## src/rtl/bean_field_if.sv

```systemverilog
// bean_field_if: frame/hit inputs, pixel query and bean status outputs of the bean field
interface bean_field_if;
  logic frame_tick;
  logic check_hit;
  logic [9:0] x;
  logic [9:0] y;
  logic bean;
  logic [11:0] bean_rgb;
  logic [2:0] bean_idx;
  logic stopped;
  logic [7:0] passed;
  modport master (
    output frame_tick, check_hit, x, y,
    input bean, bean_rgb, bean_idx, stopped, passed
  );
  modport slave (
    input frame_tick, check_hit, x, y,
    output bean, bean_rgb, bean_idx, stopped, passed
  );
endinterface

```

## src/rtl/bean_field.sv

```systemverilog
// bean_field: scrolling bean obstacles with hit-stop and 1-clk pixel query; BEAN_RANDOM_GAP_EN adds LFSR respawn jitter
module bean_field #(
  parameter int N_BEANS = 3,
  parameter int BEAN_W = 30,
  parameter int BEAN_H = 40,
  parameter int FLOOR_Y = 400,
  parameter int SPEED = 5,
  parameter int INIT_X0 = 250,
  parameter int INIT_GAP = 200,
  parameter int RESPAWN_X = 700,
  parameter int HOLD_FRAMES = 30,
  parameter logic [11:0] BEAN_RGB = 12'h8A3
) (
  input logic clk,
  input logic reset,
  bean_field_if.slave bus
);
  typedef enum logic {RUN, STOP} state_t;
  state_t state, state_n;
  logic [15:0] hold_cnt, hold_n;
  logic signed [10:0] pos [N_BEANS];
  logic signed [10:0] pos_n [N_BEANS];
  logic [N_BEANS-1:0] wrap, hit;
  logic [3:0] wraps;
  logic [8:0] sum;
  logic [7:0] passed;
  logic scroll;
  logic signed [11:0] px;
  logic [2:0] idx;
`ifdef BEAN_RANDOM_GAP_EN
  logic [15:0] lfsr;
  always_ff @(posedge clk)
    lfsr <= reset ? 16'hACE1 : {lfsr[14:0], lfsr[15] ^ lfsr[13] ^ lfsr[12] ^ lfsr[10]};
`endif
  always_comb begin
    state_n = state;
    hold_n = hold_cnt;
    scroll = 1'b0;
    if (bus.check_hit) begin
      state_n = STOP;
      hold_n = 16'(HOLD_FRAMES);
    end else if (state == RUN) begin
      scroll = bus.frame_tick;
    end else if (bus.frame_tick && hold_cnt != 16'd0) begin
      hold_n = hold_cnt - 16'd1;
      state_n = hold_cnt == 16'd1 ? RUN : STOP;
    end
  end
  always_comb begin
    wraps = '0;
    for (int i = 0; i < N_BEANS; i++) begin
      pos_n[i] = pos[i] - 11'(SPEED);
      wrap[i] = pos_n[i] <= 11'sd0;
      wraps = wraps + 4'(wrap[i]);
    end
    for (int i = 0; i < N_BEANS; i++)
      if (wrap[i])
`ifdef BEAN_RANDOM_GAP_EN
        pos_n[i] = 11'(RESPAWN_X) + 11'(lfsr[6:0]) + (wraps > 4'd1 ? 11'(i * BEAN_W * 2) : 11'd0);
`else
        pos_n[i] = 11'(RESPAWN_X + i * BEAN_W * 2);
`endif
    sum = {1'b0, passed} + 9'(wraps);
  end
  assign px = signed'({2'b00, bus.x});
  always_comb begin
    hit = '0;
    idx = '0;
    for (int i = 0; i < N_BEANS; i++)
      hit[i] = px >= 12'(pos[i]) && px < 12'(pos[i]) + 12'(BEAN_W) &&
               bus.y >= 10'(FLOOR_Y - BEAN_H) && bus.y < 10'(FLOOR_Y);
    // descending scan so the lowest hitting index is the one left in idx
    for (int i = N_BEANS - 1; i >= 0; i--)
      if (hit[i]) idx = 3'(i);
  end
  always_ff @(posedge clk) begin
    if (reset) begin
      state <= RUN;
      hold_cnt <= '0;
      passed <= '0;
      for (int i = 0; i < N_BEANS; i++) pos[i] <= 11'(INIT_X0 + i * INIT_GAP);
      bus.bean <= 1'b0;
      bus.bean_rgb <= '0;
      bus.bean_idx <= '0;
    end else begin
      state <= state_n;
      hold_cnt <= hold_n;
      if (scroll) begin
        for (int i = 0; i < N_BEANS; i++) pos[i] <= pos_n[i];
        passed <= sum[8] ? 8'hFF : sum[7:0];
      end
      bus.bean <= |hit;
      bus.bean_rgb <= |hit ? BEAN_RGB : '0;
      bus.bean_idx <= idx;
    end
  end
  assign bus.stopped = state == STOP;
  assign bus.passed = passed;
endmodule

```

## src/flat_wrapper.sv

```systemverilog
// flat-port wrapper written by rule: the top's interface ports become plain ports
module bean_field_flat 
#(
  parameter int N_BEANS = 3,
  parameter int BEAN_W = 30,
  parameter int BEAN_H = 40,
  parameter int FLOOR_Y = 400,
  parameter int SPEED = 5,
  parameter int INIT_X0 = 250,
  parameter int INIT_GAP = 200,
  parameter int RESPAWN_X = 700,
  parameter int HOLD_FRAMES = 30,
  parameter logic [11:0] BEAN_RGB = 12'h8A3
)
  (clk, reset, bus_frame_tick, bus_check_hit, bus_x, bus_y, bus_bean, bus_bean_rgb, bus_bean_idx, bus_stopped, bus_passed);
  bean_field_if bus_i ();
  input logic clk;
  input logic reset;
  input wire logic [$bits(bus_i.frame_tick)-1:0] bus_frame_tick;
  input wire logic [$bits(bus_i.check_hit)-1:0] bus_check_hit;
  input wire logic [$bits(bus_i.x)-1:0] bus_x;
  input wire logic [$bits(bus_i.y)-1:0] bus_y;
  output wire logic [$bits(bus_i.bean)-1:0] bus_bean;
  output wire logic [$bits(bus_i.bean_rgb)-1:0] bus_bean_rgb;
  output wire logic [$bits(bus_i.bean_idx)-1:0] bus_bean_idx;
  output wire logic [$bits(bus_i.stopped)-1:0] bus_stopped;
  output wire logic [$bits(bus_i.passed)-1:0] bus_passed;
  assign bus_i.frame_tick = bus_frame_tick;
  assign bus_i.check_hit = bus_check_hit;
  assign bus_i.x = bus_x;
  assign bus_i.y = bus_y;
  assign bus_bean = bus_i.bean;
  assign bus_bean_rgb = bus_i.bean_rgb;
  assign bus_bean_idx = bus_i.bean_idx;
  assign bus_stopped = bus_i.stopped;
  assign bus_passed = bus_i.passed;
  bean_field #(.N_BEANS(N_BEANS), .BEAN_W(BEAN_W), .BEAN_H(BEAN_H), .FLOOR_Y(FLOOR_Y), .SPEED(SPEED), .INIT_X0(INIT_X0), .INIT_GAP(INIT_GAP), .RESPAWN_X(RESPAWN_X), .HOLD_FRAMES(HOLD_FRAMES), .BEAN_RGB(BEAN_RGB)) u_core (.clk(clk), .reset(reset), .bus(bus_i));
endmodule
```

## config.mk

```make
export PLATFORM = sky130hd
export DESIGN_NAME = bean_field_flat
export DESIGN_NICKNAME = d
export VERILOG_FILES = /design/src/rtl/bean_field_if.sv /design/src/rtl/bean_field.sv /design/src/flat_wrapper.sv
export SDC_FILE = /design/constraint.sdc
export NUM_CORES = 1
export LEC_CHECK = 0
export CORE_MARGIN = 2
export CORE_UTILIZATION = 50
export CTS_CLUSTER_DIAMETER = 100
export DETAILED_ROUTE_END_ITERATION = 10
export GPL_ROUTABILITY_DRIVEN = 0
export PLACE_DENSITY = 0.82
export SLEW_MARGIN = 40
export SYNTH_ARGS = -nofsm -noshare
export SYNTH_HDL_FRONTEND = slang
export SYNTH_SLANG_ARGS = --single-unit
```

## constraint.sdc

```tcl
create_clock -name clk -period 5.65 [get_ports clk]
set_input_delay 1.13 -clock clk [delete_from_list [all_inputs] [get_ports clk]]
set_output_delay 1.13 -clock clk [all_outputs]
set_load 0.05 [all_outputs]
```

Word-level counts from Yosys, hierarchy flattened
Memory sizes are Yosys's and may differ from the RTL's. Cells that the tools add are included. W data, S select, Z words.

Memories: 1. Bits in registers: 40. Input bits: 24. Memory bits (writable): 33.

Memory list: u_core.pos (words 3, width 11, read ports 3, clocked after memory_dff 0, wr ports 3, RTL line bean_field.sv:21) `logic signed [10:0] pos [N_BEANS];`.

Muxes and demuxes: 24. Order comparisons: 11. Add/subtract/negate cells: 10. Reduce and logical (&&, ||, !) cells: 19. Bitwise operators: 3. Equal/unequal tests: 1.

Operators by type and width (count): $mux W11 (6); $add A11 B6 Y12 const B (3); $lt A11 B12 Y1 (3); $ge A11 B11 Y1 (3); $le A11 B1 Y1 const B (3); $sub A11 B4 Y11 const B (3); $eq A16 B1 Y1 const B (1); $reduce_bool A16 Y1 (1); $sub A16 B1 Y16 const B (1); $mux W5 (3); $mux W1 (12); $mux W12 (1); $ge A10 B9 Y1 const B (1); $logic_and A1 B1 Y1 (10); $lt A10 B9 Y1 const B (1); $add A8 B4 Y9 (1); $mux W8 (1); $reduce_or A3 Y1 (2); $add A4 B1 Y4 (1); $reduce_and A2 Y1 (2); $reduce_bool A2 Y1 (2); $reduce_or A2 Y1 (2); $or A1 B1 Y1 (3); $add A1 B1 Y2 (1); $mux W2 (1).

Logic depth before layout (Yosys ltp)
Gate-level depths: netlist of run 1. An unclocked memory read counts as a cell.

Word-level depth: 8. Mapped depth: 19.

Worst setup path before layout of run 1
OpenSTA, ideal clock, no wires.

Kind: register to register. From: memory u_core.pos[1][1] (netlist: u_core.pos[0][12]). To: register u_core.passed[6] (netlist: u_core.bus.passed[6]). Library setup time: 0.078 ns. Cell stages (with the launch flop): 17. Path slack: 1.743 ns. Clock period less this slack: 3.907 ns. Arrival time: 3.829 ns. Data required time: 5.572 ns. Path buffers: 0. Cells stage by stage: edfxtp_1 -> inv_1 -> ha_1 -> a21oi_1 -> nand3_1 -> a221oi_1 -> a21oi_4 -> inv_2 -> fa_1 -> ha_1 -> fa_1 -> and2_1 -> o21ai_0 -> nor2_1 -> nand3_1 -> nor3b_1 -> nor3_1.

RTL lines: from (decl) (RTL line bean_field.sv:21); to (signal assigned) (RTL line bean_field.sv:90) `passed <= sum[8] ? 8'hFF : sum[7:0];`; to (decl) (RTL line bean_field.sv:26) `logic [7:0] passed;`.

==> out/qor.yml, run 1 <==
final_layout:
  fin_nets: 747
  layout-drive-gt1-share_pct: 6.04
  area_delta_synth_final_pct: 10.9
  num_antenna_cells: 0
  stdcell_count: 786
grt:
  grt_pass1_vias: 4641
  grt_pass1_wl_um: 21100
  grt_use_total_pct: 22.3
  use_met3_pct: 3.89
  grt_overflow: 0
  antenna_found_initial: 0
  top_usage_layer: "met2"
  grt.met2_usage_pct: 39.6
  grt_max_degree: 34
  grtUsageMet1_pct: 26.5
power_and_ir_drop:
  p_leak_uw: 0.00244
  clockPowerShare_pct: 32.8
  combPwrFrac_pct: 22.5
  peakVddDrop_uv: 123
  p_int_uw: 775
  sequentialPowerShare_pct: 44.7
  p_sw_uw: 371
  powerDensity_mw_per_mm2: 188
  switching_share_pct: 32.4
synth:
  asyncSetResetFlopFracSynth_pct: 0
  synthFlopType: "edfxtp_1"
  synth_compound_gate_area_share_pct: 16.6
  ys_warn_count: 0
  synth_top_area_share_pct: 18.2
  netlist_area_sq_mm: 0.00550
  ys_seq_area_share_pct: 28.2
  synth-xor-area-share_pct: 10.3
  synth-seq-cells: 61
  synth.most_common_cell: "ha_1"
  synth_edf_count: 33
  synth.distinct_cells: 70
  synth.mux.area_fraction_pct: 0.182
  syn_inst: 617
  yosys.area_share.adder_pct: 18.9
  synthTopCellsByCount: "ha_1 (80), nor2_1 (52), xnor2_1 (48)"
  synth_top_family_by_area: "simple AND/OR/NAND/NOR gates"
  yosys-top-cells-area: "ha_1 (18%), edfxtp_1 (18%), dfxtp_1 (10%)"
  synth_simple_gate_area_share_pct: 19.2
  synth_area_per_cell_sq_um: 8.91
  synth.largest_area_cell: "ha_1"
route:
  avgRoutedWirePerCell_um: 15.9
  vias: 4630
  wirelength_um: 12500
  drt_iter0_drc: 182
  firstDrtPassIters: 5
  vias_per_cell: 5.89
  drc_errors: 0
  antenna_left: 0
worst_setup_path:
  cp-end-kind: "register"
  arrival_ps: 4820
  critical_path_class: "reg2reg"
  required_ps: 5930
  worstPathMaxFanout: 10
  start_kind: "register"
clock_tree:
  postCtsHoldBufs: 0
  cts_sinks: 61
  cts_root_buffer: "clkbuf_8"
  cts_buffer_depth: 2
  cts_setup_buffers: 0
  htreeDepth: 3
  cts_resized: 0
  tritoncts: "built"
  worstSkewPairLatency_ps: 350
  numCtsBuffers: 9
  clk_pin_slew_ps: 80
floorplan:
  ioPinCount: 49
  die_w_um: 109
  rows: 38
  dieArea_sq_mm: 0.0119
  initial_utilization_pct: 51.0
  fp.dieH_um: 109
  core-area_sq_mm: 0.0108
sta:
  period_needed_ps: 4540
  setup_violations: 0
  slew_viol_final: 0
  fmax_ghz: 0.221
  rsz0062_at_grt: "false"
  worst_pin_slew_ps: 750
  relSlewSlack_pct: 50.0
  finalCritPeriodShare_pct: 80.3
  finalSetupTns_ps: 0
  fin_skew_ps: 15.1
  hold_viol_final: 0
min_path:
  min_path_type: "reg2reg"
placed_design:
  dp.cells: 770
  place_hpwl_um: 9610
  port_buffers: 37
run_status:
  status: "completed"
flow_run:
  cap_violations: 0
## registers in the layout, summed over array words and instances (netlist names)
register and cells:
u_core.pos 33, u_core.hold_cnt 16, u_core.bus.passed 8, u_core.bus.bean_idx 2, u_core.bus.bean_rgb 1, u_core.bus.stopped 1
## worst max-delay path, cell delays in order (launching register included)
cell      delay, ps
edfxtp_1        410
inv_1           140
ha_1            230
a21oi_1         610
nand3_1         150
a221oi_1        540
a21oi_4         140
inv_2           160
fa_1            440
ha_1            220
fa_1            380
and2_1          180
o21ai_0         390
nor2_1          160
nand3_1         110
nor3b_1          50
nor3_1          150
## placed cells by master, fill, tap and decap left out, types with 5 or more instances in the layout
cell type         n
o311ai_0          5
o211ai_1          5
a211oi_1          8
o21ai_0          20
nand2b_1          6
nor3_1           15
clkbuf_8          9
inv_1            36
o21a_1            6
a21o_1            7
dfxtp_1          28
a31oi_1           8
a21oi_1          33
nor3b_1           6
xor2_1           15
nor4_1            7
clkdlybuf4s50_1  37
o31ai_1           6
nand4_1          17
nor2b_1           6
nand3_1          19
o2111ai_1         5
edfxtp_1         33
nand2_1          34
o21ai_1           9
conb_1           11
xnor2_1          48
ha_1             80
nor2_1           52
## cells by family after synthesis
logic type / Yosys count
and+or+nand+nor: 195
AOI/OAI and AO/OA: 135
adders and majority gates: 82
buffers and inverters: 78
xor gates and xnor gates: 64
DFF: 61
other: 1
muxes: 1
## power by group through the flow
stage / combinational, uW / sequential (uW) / clock [uW]
after floorplan: 194 / 513 / 0
after global placement: 243 / 521 / 0
after detailed placement: 255 / 522 / 0
after CTS: 257 / 512 / 383
after global routing: 290 / 516 / 401
final: 258 / 513 / 376
## routing by layer
layer,wire [um],vias up
met4,303,0
met3,605,30
met5,0,-
met2,6180,129
met1,5420,2189
li1,-,2282
## through the flow
stage | utilization (%) | hold WS, ps | instance area [sq um] | total power (uW) | worst slack, ps
final | 56.5 | 472 | 6100 | 1150 | 1110
after global routing | 56.5 | 492 | 6100 | 1210 | 729
after CTS | 56.5 | 477 | 6100 | 1150 | 1140
after detailed placement | 54.8 | 466 | 5920 | 777 | 1150
after global placement | 54.8 | 460 | 5920 | 763 | 1360
after floorplan | - | 480 | 5540 | 707 | 1740
## path summary, 6_finish.rpt
path	start	to	slack (ps)	cells after the start
setup / recovery	u_core.pos[0][12]	u_core.bus.passed[6]	1110	16
hold / removal	u_core.bus.passed[2]	u_core.bus.passed[2]	470	2
setup reg to reg	u_core.pos[0][12]	u_core.bus.passed[6]	1110	16
hold reg to reg	u_core.bus.passed[2]	u_core.bus.passed[2]	470	2
## area by class of cell
cell class / count / area (sq um)
well taps: 140 / 175
clock inverters: 5 / 31.3
flip-flops and latches: 61 / 1550
fillers: 934 / 4690
repair buffers: 41 / 400
multi-input cells: 488 / 3640
clock buffers: 11 / 153
inverters: 40 / 150
No activity file was read; power rests on OpenSTA's default activity.
==> run 2, diff against run 1 <==
- clock period: 5.65 -> 4.6 ns (I/O delays scaled with it)
==> run 2 against run 1 <==
Compared with the run above: global-route usage up 0.55 points; critical endpoint is now u_core.bus.passed[1]; sequential power up 23%; wire length up 3.0%; clock skew down 1.4 ps.
==> out/qor.yml, run 2 (synthesis results as in run 1) <==
power_and_ir_drop:
  sequentialPowerShare_pct: 45.2  # was 44.7%
  clockPowerShare_pct: 31.5  # was 32.8%
  p_leak_uw: 0.00245  # was 0.00244 uW
  finalPower_uw: 1390  # was 1150 uW
  peakVddDrop_uv: 153  # was 123 uV
  powerDensity_mw_per_mm2: 228  # was 188 mW/mm^2
  switching_share_pct: 33.7  # was 32.4%
  p_sw_uw: 470  # was 371 uW
  combPwrFrac_pct: 23.3  # was 22.5%
  p_int_uw: 923  # was 775 uW
final_layout:
  largest_register_ffs: 33  # unchanged
  layout-drive-gt1-share_pct: 6.63  # was 6.04%
  fin_nets: 750  # was 747
  area_delta_synth_final_pct: 11.1  # was 10.9%
  filler_cell_count: 957  # was 934
  num_antenna_cells: 0  # unchanged
  final_cell_mix: "ha_1 (80), nor2_1 (52), xnor2_1 (48)"  # unchanged
  stdcell_area_sq_mm: 0.00611  # was 0.00610 sq mm
  seqCellArea_sq_mm: 0.00155  # unchanged
  top_regs: "u_core.pos (33), u_core.hold_cnt (16), u_core.bus.passed (8)"  # unchanged
  top_register: "u_core.pos"  # unchanged
  mostFrequentLayoutCell: "ha_1"  # unchanged
  multi_input_area_sq_mm: 0.00364  # about the same
min_path:
  holdPathEnd: "u_core.bus.passed[0]"  # was u_core.bus.passed[2]
  holdCritStartpoint: "u_core.bus.passed[0]"  # was u_core.bus.passed[2]
  min_path_type: "reg2reg"  # unchanged
  min_path_cells: 2  # unchanged
floorplan:
  die_w_um: 109  # unchanged
  dieArea_sq_mm: 0.0119  # unchanged
  fp.dieH_um: 109  # unchanged
  core-area_sq_mm: 0.0108  # unchanged
  rows: 38  # unchanged
  initial_utilization_pct: 51.0  # unchanged
  ioPinCount: 49  # unchanged
route:
  vias: 4713  # was 4,630
  antenna_left: 0  # unchanged
  wirelength_um: 12900  # was 12,500 um
  vias_per_cell: 5.97  # was 5.89
  drc_errors: 0  # unchanged
  avgRoutedWirePerCell_um: 16.3  # was 15.9 um
  firstDrtPassIters: 5  # unchanged
  drt_iter0_drc: 239  # was 182
grt:
  antenna_found_initial: 0  # unchanged
  grt_overflow: 0  # unchanged
  grt_max_degree: 34  # unchanged
  grt_pass1_wl_um: 21500  # was 21,100 um
  grt_use_total_pct: 22.9  # was 22.3%
  grt_pass1_vias: 4692  # was 4,641
sta:
  worst_pin_slew_ps: 622  # was 750 ps
  period_needed_ps: 4280  # was 4540 ps
  fmax_ghz: 0.233  # was 0.221 GHz
  fin_skew_ps: 13.7  # was 15.1 ps
  hold_viol_final: 0  # unchanged
  relSlewSlack_pct: 57.4  # was 50.0%
  rsz0062_at_grt: "false"  # unchanged
  finalCritPeriodShare_pct: 93.1  # was 80.3%
  finalSetupTns_ps: 0  # unchanged
  slew_viol_final: 0  # unchanged
  setup_violations: 0  # unchanged
run_status:
  status: "completed"  # unchanged
placed_design:
  placed_cell_area_sq_mm: 0.00594  # was 0.00592 sq mm
  port_buffers: 37  # unchanged
  place_hpwl_um: 9910  # was 9610 um
worst_setup_path:
  worstPathMaxFanout: 7  # was 10
  arrival_ps: 4540  # was 4820 ps
  start_kind: "register"  # unchanged
  critical_path_class: "reg2reg"  # unchanged
  r2r-end: "u_core.bus.passed[1]"  # was u_core.bus.passed[6]
  r2r_start: "u_core.pos[0][12]"  # unchanged
  required_ps: 4850  # was 5930 ps
  r2r_setup_slack_ps: 320  # was 1110 ps
  reg2regPathDepth: 15  # was 16
  cp-end-kind: "register"  # unchanged
clock_tree:
  cts_buffer_depth: 2  # unchanged
  worstSkewPairLatency_ps: 360  # was 350 ps
  tritoncts: "built"  # unchanged
  cts_root_buffer: "clkbuf_8"  # unchanged
  cts_sinks: 61  # unchanged
  htreeDepth: 3  # unchanged
  clk_pin_slew_ps: 80  # about the same
  numCtsBuffers: 9  # unchanged
flow_run:
  cap_violations: 0  # unchanged
-- run 2: power groups by stage --
| stage | registers [uW] | clock network, uW | logic [uW] |
|---|---|---|---|
| after global routing | 634 | 466 | 363 |
| after detailed placement | 641 | 0 | 320 |
| after global placement | 639 | 0 | 301 |
| after CTS | 629 | 453 | 323 |
| final | 630 | 439 | 325 |
| after floorplan | 630 | 0 | 238 |
-- run 2: worst max-delay path by stage --
| stage | endpoint | startpoint |
|---|---|---|
| 3_3_place_gp | u_core.bus.passed[6] | u_core.pos[0][23] |
| 2_1_floorplan | u_core.bus.passed[6] | u_core.pos[0][12] |
| 3_5_place_dp | u_core.bus.passed[1] | u_core.pos[0][23] |
| 6_report | u_core.bus.passed[1] | u_core.pos[0][12] |
| 5_1_grt | u_core.bus.passed[6] | u_core.pos[0][23] |
| 4_1_cts | u_core.bus.passed[6] | u_core.pos[0][23] |
-- run 2: metrics by stage --
step,utilization (%),setup slack [ps],hold WS [ps],instances
2_1_floorplan,-,693,480,627
3_3_place_gp,55.0,424,459,773
3_5_place_dp,55.0,150,467,773
4_1_cts,56.6,137,478,789
5_1_grt,56.6,42.3,505,789
6_report,56.6,316,474,789
-- run 2: area by class of cell --
class / count / share of cell area [%]
clock buffers: 9 / 2.03
flip-flops and latches: 61 / 25.4
well taps: 140 / 2.87
repair buffers: 44 / 6.92
inverters: 40 / 2.46
multi-input cells: 488 / 59.5
clock inverters: 7 / 0.819
-- run 2: worst max-delay path, cell delays in order (launching register included) --
cell	delay, ps
edfxtp_1	440
inv_1	150
ha_1	240
a21oi_1	480
nand3_1	150
a221oi_1	540
a21oi_4	150
inv_2	160
fa_1	450
ha_1	230
fa_1	380
and2_1	180
o21ai_1	240
nor2_1	120
o21ai_0	200
nand2_1	70
-- run 2: layer usage --
metal | share of wire (%) | vias to the layer above | global-route usage, %
li1 | - | 2299 | -
met1 | 43 | 2237 | 26.8
met2 | 50 | 145 | 40.0
met3 | 5.3 | 32 | 5.08
met4 | 2.5 | 0 | 9.80
met5 | 0 | - | 0
-- run 2: repair_timing --
| item | 4_1_cts | 5_1_grt |
|---|---|---|
| buffers inserted | 0 | 0 |
| endpoints found under the hold margin | 0 | 0 |
| hold buffers | 0 | 0 |
| gates resized for setup | 0 | 2 |
| endpoints found under the setup margin | 0 | 7 |
==> run 3, diff against run 2 <==
- SKIP_CTS_REPAIR_TIMING: not set -> 1
==> results of run 3 <==
No change in the layout: final DEF, timing and power equal those of run 2.
==> RTL edit 1: new RTL, flow settings as in run 1 <==
The option `BEAN_RANDOM_GAP_EN` is turned on by a define.
--- a/src/rtl/bean_field.sv
+++ b/src/rtl/bean_field.sv
@@ -1,4 +1,6 @@
 // bean_field: scrolling bean obstacles with hit-stop and 1-clk pixel query; BEAN_RANDOM_GAP_EN adds LFSR respawn jitter
+`define BEAN_RANDOM_GAP_EN
+
 module bean_field #(
   parameter int N_BEANS = 3,
   parameter int BEAN_W = 30,
Behaviour: same outputs for any inputs over 10 cycles, from zero or initial values and one cycle with reset high; that may be too few to reach the edited logic, so the function may still have changed.
==> RTL edit 1 against run 1 <==
  * Critical path depth unchanged
  * Sequential cell count is 16 higher
  * Setup slack got worse by 0.26 ns
  * Sequential share of layout area rose by 1.2 points
  * First-iteration DRC count is 110% higher
  * Via count increased by 14%
  * Total power rose by 36%
  * Routed wire length grew 14%
  * Clock skew is 0.0017 ns lower
  * Sequential power is 25% higher
  * Maximum frequency is 5.5% lower
  * Synthesized area up 15%
  * Final area up 15%
  * Clock power up 45%
  * Critical endpoint is now u_core.pos[0][29]$_SDFFCE_PN1P_
  * Largest cell class unchanged
==> RTL edit 1: results (changes against run 1) <==
vias in the first global route 4,861 (was 4,641); slowest CP cell fa_1 (was a21oi_1); share of cells above drive strength 1 5.61% (was 6.04%); status complete, no violations (unchanged); XOR/XNOR Fraction of Synth Area 10.4% (was 10.3%); final net count 873 (was 747); Crit path largest cell delay 0.66 ns (was 0.61 ns); Top Registers u_core.pos x33, u_core.hold_cnt x16, u_core.lfsr x16 (was u_core.pos x33, u_core.hold_cnt x16, u_core.bus.passed x8); Primary FF master, synth dfxtp_1 (was edfxtp_1); Fin Clk Skew 0.0133 ns (was 0.0151 ns); Rel. slew slack 44.8% (was 50.0%); Leak 2.92 nW (was 2.44 nW); Synth top cells by count 86 x ha_1, 72 x nor2_1, 61 x xnor2_1 (was 80 x ha_1, 52 x nor2_1, 48 x xnor2_1); Compound-Gate Fraction of Synth Area 15.1% (was 16.6%); Area contributors post-synth ha_1 17%, edfxtp_1 16%, dfxtp_1 14%, xnor2_1 8.5%, nor2_1 4.3% (was ha_1 18%, edfxtp_1 18%, dfxtp_1 10%, xnor2_1 7.6%, nor2_1 3.5%); Via-to-Cell Ratio 5.61 (was 5.89); global-route wire length before repair 22,900 µm (was 21,100 µm); Seq/Total Area, Yosys 29.6% (was 28.2%); CTS root buf clkbuf_16 (was clkbuf_8); Total GRT Usage 21.5% (was 22.3%); initial drt markers 386 (was 182); count of cell types in the netlist 65 (was 70); Max IR drop VDD 0.173 mV (was 0.123 mV); Routed wire per std cell 15.2 µm (was 15.9 µm); Psw 0.495 mW (was 0.371 mW); DP HPWL 10,700 µm (was 9610 µm); CP Max Fanout 15 (was 10); post-synthesis mux area share 1.47% (was 0.182%); Critical Path AT 4.89 ns (was 4.82 ns); Crit path max-delay family compound AO/OA/AOI/OAI gates (unchanged); Synth Area in Adders 17.7% (was 18.9%); CTS clk-pin slew, worst paths 0.07 ns
RTL edit 1: cell types whose count changed in the layout (fill, tap and decap cells not counted), moves of 10 or more:
cell and change:
a21oi_1 +17, dfxtp_1 +16, inv_1 +10, nand2_1 +23, nand3_1 +11, nor2_1 +20
o21ai_0 +13, xnor2_1 +13
RTL edit 1: cell families after synthesis:
family                   Yosys count
AO/OA/AOI/OAI                    151
XOR/XNOR                          74
adder cells (fa/ha/maj)           88
buffers and inverters             84
flip-flops                        77
multiplexers                       9
other                              1
AND/OR/NAND/NOR                  251
RTL edit 1: area by class of cell:
type	count	area, µm²
Clock inverter	6	45.0
Fill cell	1129	5430
Inverter	47	176
Timing Repair Buffer	43	415
Clock buffer	10	229
Tap cell	172	215
Sequential cell	77	1870
Multi-Input combinational cell	583	4090
RTL edit 1: final timing paths:
| kind | from | depth (start not counted) | slack, ns | end |
|---|---|---|---|---|
| max | u_core.pos[0][12]$_SDFFCE_PN1P_ | 16 | 0.85 | u_core.pos[0][29]$_SDFFCE_PN1P_ |
| max reg2reg | u_core.pos[0][12]$_SDFFCE_PN1P_ | 16 | 0.85 | u_core.pos[0][29]$_SDFFCE_PN1P_ |
| min reg2reg | u_core.lfsr[14]$_SDFF_PP0_ | 1 | 0.41 | u_core.lfsr[15]$_SDFF_PP1_ |
| min | u_core.lfsr[14]$_SDFF_PP0_ | 1 | 0.41 | u_core.lfsr[15]$_SDFF_PP1_ |
RTL edit 1: layer usage:
metal  wire, µm  global-route usage, %  vias up  share of wire (%)
li1           -                      -     2661                  -
met1       6810                   27.7     2460                 48
met2       6670                   37.4      122                 47
met3        638                   3.53       17                4.5
met4        178                   5.56        0                1.2
met5          0                      0        -                  0
RTL edit 1: per-stage QoR:
step                cell area [µm²]  cells  setup WS [ns]
finish                         7040    938          0.852
CTS                            7040    938          0.813
global route                   7040    938          0.573
floorplan                      6350    744           1.21
detailed placement             6760    922          0.844
global placement               6760    922          0.889
RTL edit 1: worst reg2reg max path, stage by stage, from the launching register on:
cell	delay [ns]
edfxtp_1	0.41
inv_1	0.14
ha_1	0.22
a21oi_1	0.44
or3b_4	0.46
xnor2_2	0.15
a41oi_1	0.25
nand2b_1	0.17
inv_1	0.08
fa_1	0.66
ha_1	0.39
a21oi_1	0.28
inv_1	0.08
a21o_1	0.16
a21oi_1	0.22
xnor2_1	0.10
a221o_1	0.37
RTL edit 1: power by group through the flow:
stage          registers (mW)  logic (mW)  clock network, mW
2_1_floorplan           0.642       0.281                  0
3_3_place_gp            0.649       0.355                  0
3_5_place_dp            0.650       0.364                  0
4_1_cts                 0.638       0.368              0.552
5_1_grt                 0.643       0.410              0.574
6_report                0.639       0.371              0.544
==> RTL edit 2: new RTL, settings of run 1 <==
Without the edit above. `N_BEANS` is set to 3 in 2 places; all go to 2.
--- a/src/rtl/bean_field.sv
+++ b/src/rtl/bean_field.sv
@@ -1,6 +1,6 @@
 // bean_field: scrolling bean obstacles with hit-stop and 1-clk pixel query; BEAN_RANDOM_GAP_EN adds LFSR respawn jitter
 module bean_field #(
-  parameter int N_BEANS = 3,
+  parameter int N_BEANS = 2,
   parameter int BEAN_W = 30,
   parameter int BEAN_H = 40,
   parameter int FLOOR_Y = 400,
--- a/src/flat_wrapper.sv
+++ b/src/flat_wrapper.sv
@@ -1,7 +1,7 @@
 // flat-port wrapper written by rule: the top's interface ports become plain ports
 module bean_field_flat 
 #(
-  parameter int N_BEANS = 3,
+  parameter int N_BEANS = 2,
   parameter int BEAN_W = 30,
   parameter int BEAN_H = 40,
   parameter int FLOOR_Y = 400,
Check against the original RTL: not equivalent (Yosys sat finds a counterexample within 4 cycles, from zero or initial values and one cycle with reset high).
==> RTL edit 2 against run 1 <==
  * Via count shrank 29%
  * Total power is 29% lower
  * Final area down 28%
  * Sequential power decreased by 22%
  * Synthesized area down 29%
  * Sequential cell count down 12
  * Clock power is 38% lower
  * Setup slack worse by 0.076 ns
  * Routed wire length decreased by 34%
  * Combinational power decreased by 31%
  * Highest routed layer unchanged
==> RTL edit 2: results (changes against run 1) <==
slowest CP cell or4b_2 (was a21oi_1); non-clk buf share 8.49% (was 6.56%); Synth Area in Adders 17.4% (was 18.9%); final net count 557 (was 747); Total GRT Usage 20.3% (was 22.3%); Placed Cells 574 (was 770); Repair and plain buffers 38 (was 41); Rel. slew slack 50.4% (was 50.0%); clock share of power 28.8% (was 32.8%); share of cells above drive strength 1 5.21% (was 6.04%); Clock-cell share 2.41% (was 3.02%); IO buf count 36 (was 37); multi-input gates 352 (was 488); Signal inverters 33 (was 40); Mapped Cells 449 (was 617); # clk buffers 7 (was 11); Primary FF master, synth dfxtp_1 (was edfxtp_1); met3 wire length 355 µm (was 605 µm); initial drt markers 162 (was 182); met2 routed WL 4010 µm (was 6180 µm); Via-to-Cell Ratio 5.63 (was 5.89); count of cell types in the netlist 53 (was 70); fin cells 582 (was 786); status complete, no violations (unchanged); routed wire length 8310 µm (was 12,500 µm); area post-placement 4310 µm² (was 5920 µm²); Clock Sinks 49 (was 61); Leak 1.77 nW (was 2.44 nW); largest net degree at the start of global routing 24 (was 34); number of synthesized flops with an enable pin 22 (was 33); 1st-pass router iterations 4 (was 5); Synth top cells by count 53 x ha_1, 38 x xnor2_1, 36 x a21oi_1 (was 80 x ha_1, 52 x nor2_1, 48 x xnor2_1); clock latency at the later pin of the worst-skew pair 0.30 ns (was 0.35 ns); wl on met1 3830 µm (was 5420 µm); vias in the first global route 3,201 (was 4,641); fraction of area in multi-input gates 56.3% (was 59.7%); Power Density 183 nW/µm² (was 188 nW/µm²); DP HPWL 6490 µm (was 9610 µm); global-route wire length before repair 14,300 µm (was 21,100 µm); Max IR drop VDD 0.126 mV (was 0.123 mV); Area contributors post-synth ha_1 17%, edfxtp_1 17%, dfxtp_1 14%, xnor2_1 8.5%, a21oi_1 4.6% (was ha_1 18%, edfxtp_1 18%, dfxtp_1 10%, xnor2_1 7.6%, nor2_1 3.5%); grt met1 use 25.6% (was 26.5%); cts bufs inserted 5 (was 9); Post-Place Worst Slack 1.08 ns (was 1.15 ns); Top Registers u_core.pos x22, u_core.hold_cnt x16, u_core.bus.passed x8 (was u_core.pos x33, u_core.hold_cnt x16, u_core.bus.passed x8); H-tree depth 2 (was 3); Gate power share 22.0% (was 22.5%); mapped cell area 3920 µm² (was 5500 µm²); XOR/XNOR Fraction of Synth Area 9.40% (was 10.3%)
[RTL edit 2: cell count changes after synthesis, moves of 11 or more]
cell,run 1,this run
xor2_1,15,4
nor2_1,52,30
clkbuf_1,22,11
ha_1,80,53
edfxtp_1,33,22
nand2_1,34,23
[RTL edit 2: worst paths after layout]
kind / start / to / slack, ns / depth (start not counted)
worst max-delay path: u_core.pos[0][1]$_SDFFCE_PN1P_ / u_core.bus.passed[6]$_SDFFE_PP0P_ / 1.04 / 17
worst min register to register: u_core.bus.passed[0]$_SDFFE_PP0P_ / u_core.bus.passed[0]$_SDFFE_PP0P_ / 0.48 / 2
worst max register to register: u_core.pos[0][1]$_SDFFCE_PN1P_ / u_core.bus.passed[6]$_SDFFE_PP0P_ / 1.04 / 17
worst min-delay path: u_core.bus.passed[0]$_SDFFE_PP0P_ / u_core.bus.passed[0]$_SDFFE_PP0P_ / 0.48 / 2
